===== src/rtl/mod_74x191_4.sv =====
// 4-bit synchronous up/down counter modelled on the 74x191. It has a parallel load
// and a terminal-count flag (MAXMIN) and a ripple-carry output (RCO) for cascading.
module mod_74x191_4 (
    input  logic       CLK,
    input  logic       CLR,
    input  logic       LOAD,
    input  logic [0:3] D,
    input  logic       EN,
    input  logic       DOWN,
    output logic [0:3] Q,
    output logic       MAXMIN,
    output logic       RCO
);

    logic [0:3] q_q;
    logic [0:3] q_d;

    // Priority is CLR > LOAD > EN > hold. Arithmetic wraps modulo 16.
    always_comb begin
        // NOTE: default first so every path assigns q_d and no latch is inferred.
        q_d = q_q;
        if (CLR) begin
            q_d = 4'd0;
        end else if (LOAD) begin
            q_d = D;
        end else if (EN) begin
            q_d = DOWN ? (q_q - 4'd1) : (q_q + 4'd1);
        end
    end

    always_ff @(posedge CLK) begin
        // NOTE: non-blocking for state so every flop samples pre-edge values.
        q_q <= q_d;
    end

    assign Q      = q_q;
    assign MAXMIN = DOWN ? (q_q == 4'd0) : (q_q == 4'd15);
    assign RCO    = MAXMIN & EN;

endmodule


===== config.mk =====
export PLATFORM = sky130hd
export DESIGN_NAME = mod_74x191_4
export DESIGN_NICKNAME = d
export VERILOG_FILES = /design/src/rtl/mod_74x191_4.sv
export SDC_FILE = /design/constraint.sdc
export NUM_CORES = 1
export LEC_CHECK = 0
export CORE_AREA = 2 2 39 41
export DETAILED_ROUTE_END_ITERATION = 16
export DIE_AREA = 0 0 41 43
export PLACE_DENSITY_LB_ADDON = 0.08
export SLEW_MARGIN = 20
export SYNTH_ARGS = -nofsm -noshare
export SYNTH_HDL_FRONTEND = slang
export SYNTH_SLANG_ARGS = --single-unit

===== constraint.sdc =====
create_clock -name CLK -period 2.6 [get_ports CLK]
set_clock_uncertainty 0.15 [all_clocks]
set_input_delay 0.52 -clock CLK [delete_from_list [all_inputs] [get_ports CLK]]
set_output_delay 0.52 -clock CLK [all_outputs]
set_load 0.005 [all_outputs]

==> results of run 1 <==
-- metrics by stage --
stage	cell area, µm²	util [%]
finish	529	38.2
global route	529	38.2
CTS	526	38.0
detailed placement	503	36.3
global placement	503	36.3
floorplan	323	-
-- metal layers --
layer / global-route usage, % / vias up / share of wire [%] / wire [µm]
met5: 0 / - / 0 / 0
met4: 2.00 / 0 / 0 / 0
met3: 6.28 / 0 / 7.0 / 53
met2: 17.2 / 11 / 51 / 392
met1: 14.2 / 138 / 41 / 316
li1: - / 179 / - / -
-- kinds of logic after synthesis --
logic type               synth area share (%)
buffers and inverters                    8.91
AND/OR/NAND/NOR                          20.5
multiplexers                             6.20
flip-flops                               24.8
XOR/XNOR                                 8.14
adder cells (fa/ha/maj)                  14.0
AO/OA/AOI/OAI                            17.4
-- Yosys cell counts (all sizes together) --
cell type	count
dfxtp	4
clkbuf	1
fa	1
nand3	1
nand2	3
inv	5
mux2i	2
ha	2
nor3b	1
a221oi	1
nand4	1
a2111oi	1
buf	1
or3b	1
nor2	2
a311o	1
nand2b	1
and2	1
or4	1
a211o	1
a21oi	4
xor2	2
xnor2	1
-- where the power goes --
group | internal [µW] | switching [µW] | leakage [µW]
logic | 47.1 | 30.1 | 0.000196
clock network | 51.3 | 21.6 | 0.0000138
registers | 67.7 | 5.28 | 0.0000335
-- tightest hold or removal path: cells and delay by family (launching register included) --
family	cells	cell delay, ns
compound gates	2	0.20
flops	1	0.33
-- path summary, 6_finish.rpt --
kind / start / slack (ns) / cells past startpoint / endpoint
min reg2reg: Q[1] / 0.44 / 2 / Q[1]
max: Q[1] / 0.16 / 3 / MAXMIN
min: Q[1] / 0.44 / 2 / Q[1]
max reg2reg: Q[3] / 0.96 / 6 / Q[1]
-- cell type report --
cell class / count / area [µm²]
Tap cell: 16 / 20.0
Clock buffer: 3 / 22.5
Fill cell: 145 / 855
Inverter: 5 / 18.8
Sequential cell: 4 / 81.3
Timing Repair Buffer: 18 / 173
Multi-Input combinational cell: 28 / 214
-- timing repair --
item	in CTS	in global routing
hold buffers	0	0
resized for setup	0	2
endpoints found under the setup margin	0	2
==> metrics.txt, run 1 <==
TritonCTS buffer count 3; Critical Path AT about 1.8 ns; first-pass GRT wire length around 1.3 mm; Hold Path Class reg2reg; H-tree levels 1; Max FO, Critical Path 5; worst endpoint required time just under 2 ns; Seq/Total Area, Yosys 24.8%; WS Path Type reg2out; Synth cell types 23; top cell type's share of synthesized area about 25%; CP peak stage delay between 0.5 and 0.6 ns; Power Total ~220 µW; die footprint between 1500 and 2000 µm²; final-report hold violation count 0; commonest non-fill, non-tap cell in the layout clkdlybuf4s50_1; crit start category flop; Synth Cell Area ~320 µm²; clk root buf clkbuf_4; syn nets between 50 and 60; most frequent cells in the layout 13 x clkdlybuf4s50_1, 5 x inv_1, 4 x a21oi_1, 4 x buf_4; GP Congestion about 0.7; FF+latch count, synth 4; pwr dens 421 nW/µm²; Die Span X 41 µm; RSZ-0062 raised after global routing false; fin cells 74; Hold WS 0.436 ns; pin count of the biggest net entering global routing 9; worst slew pin tran approximately 0.35 ns; Total Routing Usage GR ~11%; core region area 1380 µm²; Yosys warning count 0; delay-heaviest family, CP buffers and inverters; hpwl dp between 600 and 700 µm; initial core utilization about a quarter; DR vias between 300 and 400; Final setup viols 0; number of vias per cell around 4.4; initial antenna violation count 0; max cap viols 0; setup TNS 0 ns; fraction of layout instances using a drive strength above 1 approximately 16%; grt total ovfl 0; initial drt markers 3; largest area contributor in the netlist dfxtp_1; max-slew violation count 0; CTS sink count 4; n_diodes 0; DRT Pass-1 Iters 4; nets 72; Worst slew margin 76.3%; CTS tree yes; vias in the first global route between 300 and 400; Period minus WS final between 2 and 2.5 ns; max reg flops 4; Pleak roughly 0.00024 µW; syn avg cell area about 8.3 µm²; CP endpoint kind primary output; Max clock buf depth 2; CP Cell Sequence or4_1, mux2i_1, clkdlybuf4s50_1; fin worst setup slack roughly 0.16 ns; outcome finished, final reports clean; CP max-delay cell clkdlybuf4s50_1; Syn Inst Count 39; Setup Buffers After CTS 0; fmax between 0.4 and 0.5 GHz; num rows 14; top post-synthesis cells by area dfxtp_1 25%, ha_1 7.8%, a21oi_1 6.2%; crit share post-route 94.0%; port buffer count 14; post-route ant nets 0; clk slew on worst S/H paths about 0.03 ns; num ports 15; maximum VDD drop approximately 0.23 mV; CP bufs+invs 1; DR DRC count 0; Total Wirelength 762 µm; chip height 43 µm; dpl ws 0.0362 ns; Placed Cells 71; P&R area growth vs syn 64.0%; DR WL/cell roughly 10 µm; later-pin clock latency in the skew report about 0.23 ns
Note: power is estimated with default switching activity, not from simulation.
==> inputs of run 2 (changes only) <==
Settings changed: SLEW_MARGIN 20 to 25.
==> results of run 2 <==
Same layout as run 1: the final DEF is identical, and so are final timing and power.
